### config.mk
export PLATFORM = sky130hd
export DESIGN_NAME = edge_event_arbiter
export DESIGN_NICKNAME = d
export VERILOG_FILES = /design/src/rtl/edge_evt_pkg.sv /design/src/rtl/edge_capture_cell.sv /design/src/rtl/edge_event_arbiter.sv
export SDC_FILE = /design/constraint.sdc
export NUM_CORES = 1
export LEC_CHECK = 0
export CAP_MARGIN = 20
export CORE_ASPECT_RATIO = 1.4
export CORE_UTILIZATION = 42
export DETAILED_ROUTE_END_ITERATION = 16
export PLACE_DENSITY_LB_ADDON = 0.12
export SETUP_SLACK_MARGIN = 0.1
export SLEW_MARGIN = 5
export SYNTH_ARGS = -nofsm -noshare
export SYNTH_HDL_FRONTEND = slang
export SYNTH_SLANG_ARGS = --single-unit
### constraint.sdc
create_clock -name clk -period 1.2 [get_ports clk]
set_input_delay 0.36 -clock clk [delete_from_list [all_inputs] [get_ports clk]]
set_output_delay 0.36 -clock clk [all_outputs]
set_load 0.02 [all_outputs]
### src/rtl/edge_evt_pkg.sv
// edge_evt_pkg: edge polarity constants, arbiter FSM states and the round-robin search function
package edge_evt_pkg;
  localparam logic EDGE_RISE = 1'b1;
  localparam logic EDGE_FALL = 1'b0;
  typedef enum logic {ST_IDLE, ST_OFFER} state_t;
  function automatic logic [3:0] rr_next(input logic [15:0] mask, input logic [3:0] ptr, input int n);
    logic [3:0] g;
    logic hit;
    int j;
    g = '0;
    hit = 1'b0;
    for (int k = 1; k <= 16; k++) begin
      j = (int'(ptr) + k) % n;
      if (k <= n && !hit && mask[j]) begin
        g = 4'(j);
        hit = 1'b1;
      end
    end
    return g;
  endfunction
endpackage

### src/rtl/edge_capture_cell.sv
// edge_capture_cell: per-channel edge detector holding prev, pending event, edge type and sticky overflow
module edge_capture_cell
  import edge_evt_pkg::*;
(
  input  logic clk,
  input  logic reset,
  input  logic in,
  input  logic rise_en,
  input  logic fall_en,
  input  logic grant,
  input  logic ovf_clr,
  output logic pend,
  output logic pend_rise,
  output logic ovf
);
  logic prev, rise, fall, edge_hit;
  always_comb begin
    rise = in & ~prev & rise_en;
    fall = ~in & prev & fall_en;
    edge_hit = rise | fall;
  end
  always_ff @(posedge clk) begin
    prev <= in;
    if (reset) begin
      pend <= 1'b0;
      pend_rise <= EDGE_FALL;
      ovf <= 1'b0;
    end else begin
      pend <= (!rise_en && !fall_en) ? 1'b0 : edge_hit ? 1'b1 : grant ? 1'b0 : pend;
      pend_rise <= edge_hit ? (rise ? EDGE_RISE : EDGE_FALL) : pend_rise;
      ovf <= (edge_hit & pend & ~grant) | (ovf & ~ovf_clr);
    end
  end
endmodule

### src/rtl/edge_event_arbiter.sv
// edge_event_arbiter: N-channel edge collector serialised round-robin onto a valid/ready event stream
module edge_event_arbiter
  import edge_evt_pkg::*;
#(
  parameter int N = 4,
  parameter int ID_W = 2
) (
  input  logic            clk,
  input  logic            reset,
  input  logic [N-1:0]    in,
  input  logic [N-1:0]    rise_en,
  input  logic [N-1:0]    fall_en,
  output logic            evt_valid,
  input  logic            evt_ready,
  output logic [ID_W-1:0] evt_id,
  output logic            evt_rising,
  output logic [N-1:0]    ovf,
  input  logic [N-1:0]    ovf_clr,
  output logic            busy
);
  state_t state, state_nx;
  logic [N-1:0] pend, pend_rise, grant;
  logic [ID_W-1:0] rr_ptr, idx;
  logic [3:0] g_full;
  logic load;
  for (genvar i = 0; i < N; i++) begin : g_ch
    edge_capture_cell u_cell (
      .clk(clk), .reset(reset), .in(in[i]), .rise_en(rise_en[i]), .fall_en(fall_en[i]),
      .grant(grant[i]), .ovf_clr(ovf_clr[i]), .pend(pend[i]), .pend_rise(pend_rise[i]), .ovf(ovf[i])
    );
    assign grant[i] = load && (idx == ID_W'(i));
  end
  always_comb begin
    g_full = rr_next(16'(pend), 4'(rr_ptr), N);
    idx = g_full[ID_W-1:0];
    load = (|pend) && (state == ST_IDLE || evt_ready);
    state_nx = load ? ST_OFFER : (state == ST_OFFER && evt_ready) ? ST_IDLE : state;
    busy = (|pend) | evt_valid;
  end
  always_ff @(posedge clk) begin
    if (reset) begin
      state <= ST_IDLE;
      evt_valid <= 1'b0;
      evt_id <= '0;
      evt_rising <= EDGE_FALL;
      rr_ptr <= ID_W'(N - 1);
    end else begin
      state <= state_nx;
      evt_valid <= state_nx == ST_OFFER;
      if (load) begin
        evt_id <= idx;
        evt_rising <= pend_rise[idx];
        rr_ptr <= idx;
      end
    end
  end
endmodule

Word level (Yosys, flattened, before mapping) --
Index checks and enable logic that the tools add are counted.
Storage, ports and cells: register bits after elaboration 22, input port bits 19
Cells by class: equal/unequal tests 3, add/sub/neg operators 4, reductions and logical operators 40, muxes and demuxes 35, bitwise operators 58, order comparisons 5
Operators by type and width (number):
- $and 1x1->1 | 28
- $mux 1 | 26
- $lt 3x6->1 const B | 4
- $not 1->1 | 17
- $reduce_or 2->1 | 8
- $logic_and 1x1->1 | 13
- $bmux 1 s3 | 4
- $logic_not 1->1 | 11
- $reduce_bool 2->1 | 5
- $or 1x1->1 | 9
- $mux 2 | 4
- $add 2x1->2 const B | 2
- $add 2x2->2 const B | 2
- $and 1x1->1 const A | 4
- $eq 2x2->1 const B | 2
- $reduce_or 4->1 | 1
- $lt 2x3->1 const B | 1
- $bmux 1 s2 | 1
- $eq 2x1->1 const B | 1
- $logic_not 2->1 | 1
- $logic_or 1x1->1 | 1

Depth between registers and ports, before layout --
Gate-level depths: netlist of run 1.
word-level depth 21, depth in mapped cells 5

By module --
From an unflattened synthesis of run 1, not the netlist that was laid out.
Unflattened totals: cell total of the unflattened synthesis 111, area total of the unflattened synthesis 1097.3 µm²
Modules (own cells, without submodules):
- edge_capture_cell | cells each 15, area each 173.9 µm², times used 4, seq. area each 80.1 µm²
- edge_event_arbiter | cells each 51, area each 401.6 µm², times used 1, seq. area each 120.1 µm²

Least setup slack after synthesis of run 1 --
OpenSTA, ideal clock, no wires.
path type reg2out, from register g_ch[1].u_cell.pend, to output busy, arrival time 1049 ps, stages on the path, launching flop included 3, data required time 840 ps, setup slack -209 ps, cell sequence dfxtp_1 -> nor4_2 -> or2b_1
On the way: word-level cells in the longest chain between the ends 2
Ends and longest elaborated chain:
- from (decl) | line edge_capture_cell.sv:12 | output logic pend,
- from (signal assigned) | line edge_capture_cell.sv:29 | pend <= (!rise_en && !fall_en) ? 1'b0 : edge_hit ? 1'b1 : grant ? 1'b0 : pend;
- $reduce_or 4->1 | line edge_event_arbiter.sv:38 | busy = (|pend) | evt_valid;
- $or 1x1->1 | line edge_event_arbiter.sv:38
- to (decl) | line edge_event_arbiter.sv:19 | output logic busy
No other way between the ends.

Final worst setup path of run 1 --
from register g_ch[3].u_cell.pend, to output busy
On the way: word-level cells in the longest chain between the ends 2
Ends and longest elaborated chain (line):
- from (decl) | edge_capture_cell.sv:12
- from (signal assigned) | edge_capture_cell.sv:29
- $reduce_or 4->1 | edge_event_arbiter.sv:38
- $or 1x1->1 | edge_event_arbiter.sv:38
No other way between the ends.

==> results of run 1 <==
[stage by stage]
stage	utilization, %	area, sq um	instances	setup WS, ns	TNS (ns)
2_1_floorplan	-	1060	114	-0.146	-1.05
3_3_place_gp	62.6	1480	180	-0.569	-8.03
3_5_place_dp	62.6	1480	180	-0.602	-8.20
4_1_cts	68.3	1610	186	-0.577	-4.65
5_1_grt	72.8	1720	189	-0.573	-5.53
6_report	72.8	1720	189	-0.516	-4.73
[synth_stat cells, drive strengths merged, types with 4 or more instances]
cell type  instances  area (sq um)
o32ai              4          50.1
nand2              7          26.3
nand2b            10          62.6
a211oi             4          30.0
nor2              19          71.3
buf                6          45.0
o21ai              4          23.8
a21oi             12          60.1
dfxtp             22           440
mux2               4          45.0
[power groups by stage]
stage | logic [mW] | clock network, mW | registers [mW]
6_report | 0.633 | 0.411 | 0.841
3_5_place_dp | 0.496 | 0 | 0.848
4_1_cts | 0.562 | 0.426 | 0.838
3_3_place_gp | 0.487 | 0 | 0.843
2_1_floorplan | 0.242 | 0 | 0.859
5_1_grt | 0.679 | 0.454 | 0.844
[layout make-up]
cell class / count / area [sq um]
multi-input cells: 84 / 682
fillers: 189 / 644
repair buffers: 55 / 510
flip-flops and latches: 22 / 459
clock buffers: 4 / 36.3
well taps: 23 / 28.8
inverters: 1 / 3.75
[state kept, by name, indices dropped and copies added (netlist names)]
register               count
g_ch.u_cell.pend           4
evt_valid                  1
g_ch.u_cell.prev           4
evt_rising                 1
g_ch.u_cell.ovf            4
evt_id                     2
g_ch.u_cell.pend_rise      4
rr_ptr                     2
[logic make-up (layout without fill, tap and decap cells)]
family	Yosys count	after routing	share of synthesized area, %
simple gates	48	48	24.6
compound gates	30	30	22.0
flops	22	22	42.2
buf+inv	8	60	5.03
mux	6	6	6.23
[per-layer routing]
metal,up-vias,wire [um],GRT usage (%)
met5,-,0,0
met4,0,62,9.96
met3,9,87,1.76
met2,30,1370,36.8
met1,466,1010,22.3
li1,505,-,-
[cell usage in the layout, fill, tap and decap left out, drive strengths merged, types with 2 or more instances in the layout]
cell type	netlist	layout
buf	6	37
dfxtp	22	22
nor2	19	19
clkdlybuf4s50	0	15
a21oi	12	12
nand2b	10	10
nand2	7	7
mux2	4	4
o32ai	4	4
clkbuf	1	4
o21ai	4	4
a211oi	4	4
dlymetal6s2s	0	3
nand3b	2	2
mux2i	2	2
nor2b	2	2
or3	2	2
o31ai	2	2
[critical path: cells and delay by family, from the launching register on]
family / cells / cell delay [ns]
DFF: 1 / 0.38
and+or+nand+nor: 2 / 0.54
buffers and inverters: 1 / 0.13
[path summary, 6_finish.rpt]
check | to | depth (start not counted) | from | slack (ns)
setup / recovery | busy | 3 | g_ch[3].u_cell.pend$_SDFFE_PP0P_ | -0.52
hold / removal | g_ch[1].u_cell.prev$_DFF_P_ | 2 | in[1] | 0.32
setup reg to reg | evt_rising$_SDFFE_PP0P_ | 6 | g_ch[3].u_cell.pend$_SDFFE_PP0P_ | -0.44
hold reg to reg | g_ch[2].u_cell.ovf$_SDFF_PP0_ | 2 | g_ch[2].u_cell.ovf$_SDFF_PP0_ | 0.52
[repair_timing]
item                       4_1_cts  5_1_grt
gates resized for setup         76       18
pin swaps                       13        9
buffers inserted                 2        4
setup endpoints to repair       22       26
==> impl_metrics.toml, run 1 <==
[outcome]
status = "finished, violations left"
violations = "negative setup slack"

[route]
wl_per_cell_um = 13.4
drc = 0
drtIter0Drc = 18
ant_nets = 0
finalWirelength_um = 2530
dr.pass1.iters = 6
vias = 1010
vias_per_cell = 5.34

[setup_path]
worst_path_max_delay_cell = "dfxtp_4"
crit_fanout = 2
critPathKind = "reg2out"
critPathArrivalTime_ns = 1.36
start_kind = "flip-flop"
end_kind = "primary output"
path_cells = "nor4_4, or2b_1, buf_6"
slowest_delay_ns = 0.38
crit_required_ns = 0.84

[timing]
report.final.hold_viol_count = 0
whs_ns = 0.324
setup_viol_count_final = 15
rsz0062_at_grt = "true"
slew_headroom_pct = 74.9
finClkSkew_ns = 0.00533
fin_crit_ns = 1.72
finalCritPeriodShare_pct = 143
drv_slew = 0
fmax_mhz = 583
tightestPinTransition_ns = 0.376
fin_ws_ns = -0.516

[layout]
syn_to_final_growth_pct = 64.7
fin_nets = 186
drive_gt1_share_pct = 51.8
num_antenna_cells = 0

[global_route]
first_global_vias = 927
grt.overflow.total = 0
grt_start_max_net_pins = 19
grt_pass1_wl_um = 3970
track_usage_pct = 19.8
antenna_found_initial = 0

[power]
fin_total_pwr_mw = 1.88
intPower_mw = 1.32
power_density_nw_per_um2 = 1100
swShare_pct = 29.8
pwr-share-comb_pct = 33.6
p_clk_share_pct = 21.8
ir_worst_vdd_mv = 0.866
p_leak_nw = 0.709
seq_power_share_pct = 44.6
p_sw_uw = 561

[floorplan]
fp.dieH_um = 61.0
dieArea_sq_um = 2690
core-area_sq_um = 2360
rows = 21
io_pins = 28
fp.dieW_um = 44.2
start_util_pct = 44.2

[yosys]
netlist_instances = 114
ys_ff_latch = 22
syn_area_sq_um = 1040
yosys_warnings = 0
ys_async_sr_fraction_pct = 0
avgSynthCellArea_sq_um = 9.16
ys_seq_area_share_pct = 42.2
synth_cell_types = 32
synth-edff-count = 0
synthesis.nets = 133
synthFlopType = "dfxtp_1"

[clock_tree]
hold_buffers = 0
clk_latency_ns = 0.31
cts-root-buf = "clkbuf_4"
cts.path.max_buffers = 2
clk_pin_slew_worst_paths_ns = 0.12
htreeDepth = 1
cts_tree = "built"
clock-sinks = 22
numCtsBuffers = 3

[placement]
io_buffer_count = 27
dp_hpwl_um = 1840
gp_congestion = 0.753

[min_path]
hp-class = "in2reg"

[job]
maxCapViolations = 0
(Power assumes the default switching activity.)
==> run 2, diff against run 1 <==
Settings changed: CORE_UTILIZATION 42 to 46.
Clock period 1.2 ns to 1.9 ns, I/O delays scaled along.
==> run 2 against run 1 <==
Net effect:
- the run now ends clean
- first-iteration DRC count up 50%
- final area down 19%
- critical path depth unchanged
- die area down 8.4%
- wire length down 17%
- count of clock-buffer cells in the layout down 1
- setup slack better by 0.54 ns
- sequential power down 38%
- largest cell class unchanged
==> impl_metrics.toml, run 2 (synthesis results as in run 1) <==
[outcome]
status = "finished clean"

[clock_tree]
cts-root-buf = "clkbuf_4"
cts.path.max_buffers = 2
post_cts.repair.setup_buffers = 0
numCtsBuffers = 3
clk_pin_slew_worst_paths_ns = 0.11
hold_buffers = 0
cts_tree = "built"
clk_latency_ns = 0.30
htreeDepth = 1
clock-sinks = 22

[layout]
final_core_util_pct = 64.4
num_antenna_cells = 0
fin_area_sq_um = 1390
fin_nets = 167
drive_gt1_share_pct = 19.2
syn_to_final_growth_pct = 32.6
layout_commonest_cell = "dfxtp_1"
final_cell_mix = "dfxtp_1, nor2_1, clkdlybuf4s50_1"

[power]
fin_total_pwr_mw = 1.00
seq_power_share_pct = 52.2
intPower_uw = 712
p_leak_nw = 0.556
ir_worst_vdd_mv = 0.446
power_density_nw_per_um2 = 723
p_sw_uw = 290
pwr-share-comb_pct = 27.2
p_clk_share_pct = 20.7
swShare_pct = 28.9

[setup_path]
end_kind = "primary output"
start_kind = "flip-flop"
critPathKind = "reg2out"
slowest_delay_ns = 0.35
worst_path_max_delay_cell = "dfxtp_2"
crit_required_ns = 1.33
crit_fanout = 2
path_cells = "nor4_4, or2b_1, buf_6"
critPathArrivalTime_ns = 1.31

[timing]
setup_viol_count_final = 0
finalCritPeriodShare_pct = 98.9
fmax_mhz = 532
finClkSkew_ns = 0.00373
drv_slew = 0
slew_headroom_pct = 75.6
rsz0062_at_grt = "true"
report.final.hold_viol_count = 0
whs_ns = 0.473
tightestPinTransition_ns = 0.366
fin_crit_ns = 1.88
fin_ws_ns = 0.0218

[global_route]
grt.overflow.total = 0
antenna_found_initial = 0
grt_pass1_wl_um = 3680
track_usage_pct = 19.3
first_global_vias = 923
grt_start_max_net_pins = 15

[route]
wl_per_cell_um = 12.5
top_layer = "met4"
wl_met2_um = 1160
dr.pass1.iters = 4
wl_met3_um = 56
ant_nets = 0
wl_met1_um = 851
vias = 932
vias_per_cell = 5.55
finalWirelength_um = 2100
drtIter0Drc = 27
drc = 0

[job]
maxCapViolations = 0

[placement]
gp_congestion = 0.769
place_area_sq_um = 1360
io_buffer_count = 27
dp_hpwl_um = 1730
place_ws_ns = -0.0501

[min_path]
hp-class = "reg2reg"

[floorplan]
fp.dieH_um = 58.4
start_util_pct = 48.5
core-area_sq_um = 2150
dieArea_sq_um = 2470
rows = 20
io_pins = 28
fp.dieW_um = 42.3
## run 2: power by group through the flow
stage / clock network [mW] / logic, mW / registers (mW)
floorplan: 0 / 0.150 / 0.539
global placement: 0 / 0.272 / 0.530
detailed placement: 0 / 0.277 / 0.532
CTS: 0.216 / 0.273 / 0.521
global route: 0.230 / 0.302 / 0.528
finish: 0.207 / 0.272 / 0.523
## run 2: repair_timing
action / in CTS / in global routing
endpoints found under the setup margin: 9 / 1
gates cloned: 0 / 0
pin swaps: 1 / 0
gates resized for setup: 15 / 1
## run 2: worst paths after layout
check,from,endpoint,slack [ns],depth (start not counted)
max reg2reg,g_ch[3].u_cell.pend$_SDFFE_PP0P_,evt_rising$_SDFFE_PP0P_,0.27,6
min,evt_id[1]$_SDFFE_PP0P_,evt_id[1]$_SDFFE_PP0P_,0.47,2
min reg2reg,evt_id[1]$_SDFFE_PP0P_,evt_id[1]$_SDFFE_PP0P_,0.47,2
max,g_ch[0].u_cell.pend$_SDFFE_PP0P_,busy,0.02,3
## run 2: final cells by class
class	count	area [sq um]
Clock buffer	3	22.5
Timing Repair Buffer	36	329
Tap cell	22	27.5
Inverter	1	3.75
Fill cell	210	767
Multi-Input combinational cell	84	561
Sequential cell	22	442
## run 2: through the flow
step | cells | setup TNS (ns)
after global placement | 165 | -0.101
after CTS | 168 | -0.00841
after detailed placement | 165 | -0.104
after global routing | 168 | -0.0746
final | 168 | 0
after floorplan | 114 | 0
## run 2: worst max-delay path: cells and delay by family (launching register included)
family | cells | cell delay, ns
buf+inv | 1 | 0.13
flops | 1 | 0.35
simple gates | 2 | 0.52
## run 2: metal layers
metal,GRT usage [%],vias to the layer above
met5,0,-
met4,8.04,0
met3,1.84,4
met2,38.5,19
met1,20.1,438
li1,-,471
==> run 3, diff against run 2 <==
Settings changed: CORE_ASPECT_RATIO 1.4 to unset.
Clock period 1.9 ns to 2.3 ns, I/O delays scaled along.
==> run 3 against run 2 <==
Net effect:
- count of clock-buffer cells in the layout unchanged
- first-iteration DRC count decreased by 63%
- flip-flop and latch count unchanged
- die area decreased by 0.11%
- final area decreased by 3.1%
- final cell count decreased by 0.60%
- clock power decreased by 20%
- setup slack improved by 0.25 ns
- worst hold slack improved by 0.0044 ns
- highest routed layer unchanged
==> impl_metrics.toml, run 3 (synthesis results as in run 1) <==
[timing]
drv_slew = 0
fin_crit_ns = 2.03
finalCritPeriodShare_pct = 88.1
tightestPinTransition_ns = 0.413
fin_setup_tns_ns = 0
fmax_mhz = 493
slew_headroom_pct = 72.4
whs_ns = 0.477
setup_viol_count_final = 0
fin_ws_ns = 0.274
finClkSkew_ns = 0.00313
report.final.hold_viol_count = 0
rsz0062_at_grt = "false"

[setup_path]
cp_top_family = "simple AND/OR/NAND/NOR gates"
crit_fanout = 6
critPathKind = "reg2out"
crit_required_ns = 1.61
path_buf_inv = 1
slowest_delay_ns = 0.36
start_kind = "flip-flop"
worst_path_max_delay_cell = "dfxtp_2"
end_kind = "primary output"
critPathArrivalTime_ns = 1.34
path_cells = "nor4_2, or2b_1, clkbuf_2"

[route]
drtIter0Drc = 10
finalWirelength_um = 1940
vias = 888
wl_per_cell_um = 11.6
vias_per_cell = 5.32
drc = 0
dr.pass1.iters = 5
ant_nets = 0

[layout]
final-seq-area_sq_um = 443
fin_area_sq_um = 1340
num_antenna_cells = 0
final_cell_mix = "clkdlybuf4s50_1, dfxtp_1, nor2_1"
n_fill_cell = 185
layout_commonest_cell = "clkdlybuf4s50_1"
final_cells = 167
fin_nets = 161
syn_to_final_growth_pct = 28.5
drive_gt1_share_pct = 16.4
final_core_util_pct = 65.7
multiInputGateArea_sq_um = 552

[global_route]
first_global_vias = 835
grt.overflow.total = 0
track_usage_pct = 17.1
grt_pass1_wl_um = 3280
antenna_found_initial = 0
grt_start_max_net_pins = 12

[floorplan]
fp.dieH_um = 49.7
core-area_sq_um = 2040
fp.dieW_um = 49.7
dieArea_sq_um = 2470
start_util_pct = 51.2
rows = 16
io_pins = 28

[clock_tree]
clk_pin_slew_worst_paths_ns = 0.11
clock-sinks = 22
post_cts.repair.setup_buffers = 0
numCtsBuffers = 3
htreeDepth = 1
cts_tree = "built"
hold_buffers = 0
cts-root-buf = "clkbuf_4"
clk_latency_ns = 0.30
cts.path.max_buffers = 2

[power]
power_density_nw_per_um2 = 598
p_leak_nw = 0.486
ir_worst_vdd_mv = 0.439
fin_total_pwr_uw = 803

[placement]
io_buffer_count = 27
place_ws_ns = 0.161
place_area_sq_um = 1320
dpl.cell_count = 164
dp_hpwl_um = 1500
gp_congestion = 0.956

[outcome]
status = "finished clean"

[job]
maxCapViolations = 0

[min_path]
hp-class = "reg2reg"
[run 3: worst min-delay path, delay by kind of cell, from the launching register on]
family	cells	cell delay, ns
AOI/OAI and AO/OA	1	0.06
DFF	1	0.33
and+or+nand+nor	1	0.06
[run 3: power breakdown]
group,switching [mW],internal [mW]
clock network,0.105,0.0610
logic,0.0994,0.105
registers,0.0238,0.409
[run 3: final timing paths]
kind	from	to	slack, ns	cells past startpoint
max	g_ch[1].u_cell.pend$_SDFFE_PP0P_	busy	0.27	3
max reg2reg	g_ch[1].u_cell.pend$_SDFFE_PP0P_	g_ch[1].u_cell.ovf$_SDFF_PP0_	0.72	5
min	evt_id[1]$_SDFFE_PP0P_	evt_id[1]$_SDFFE_PP0P_	0.48	2
min reg2reg	evt_id[1]$_SDFFE_PP0P_	evt_id[1]$_SDFFE_PP0P_	0.48	2
[run 3: cell type report]
cell class	instances	area share (%)
Tap cell	27	2.52
Inverter	1	0.280
Sequential cell	22	33.0
Timing Repair Buffer	30	21.4
Clock buffer	3	1.68
Multi-Input combinational cell	84	41.1
[run 3: repair_timing]
action / 4_1_cts / 5_1_grt
gates resized for setup: 4 / 1
setup endpoints to repair: 1 / 1
cloned: 0 / 0
[run 3: routing by layer]
| metal | GRT usage (%) | vias to the layer above | wire [um] |
|---|---|---|---|
| li1 | - | 459 | - |
| met1 | 20.7 | 401 | 918 |
| met2 | 29.1 | 26 | 910 |
| met3 | 4.01 | 2 | 93 |
| met4 | 6.67 | 0 | 15 |
| met5 | 0 | - | 0 |
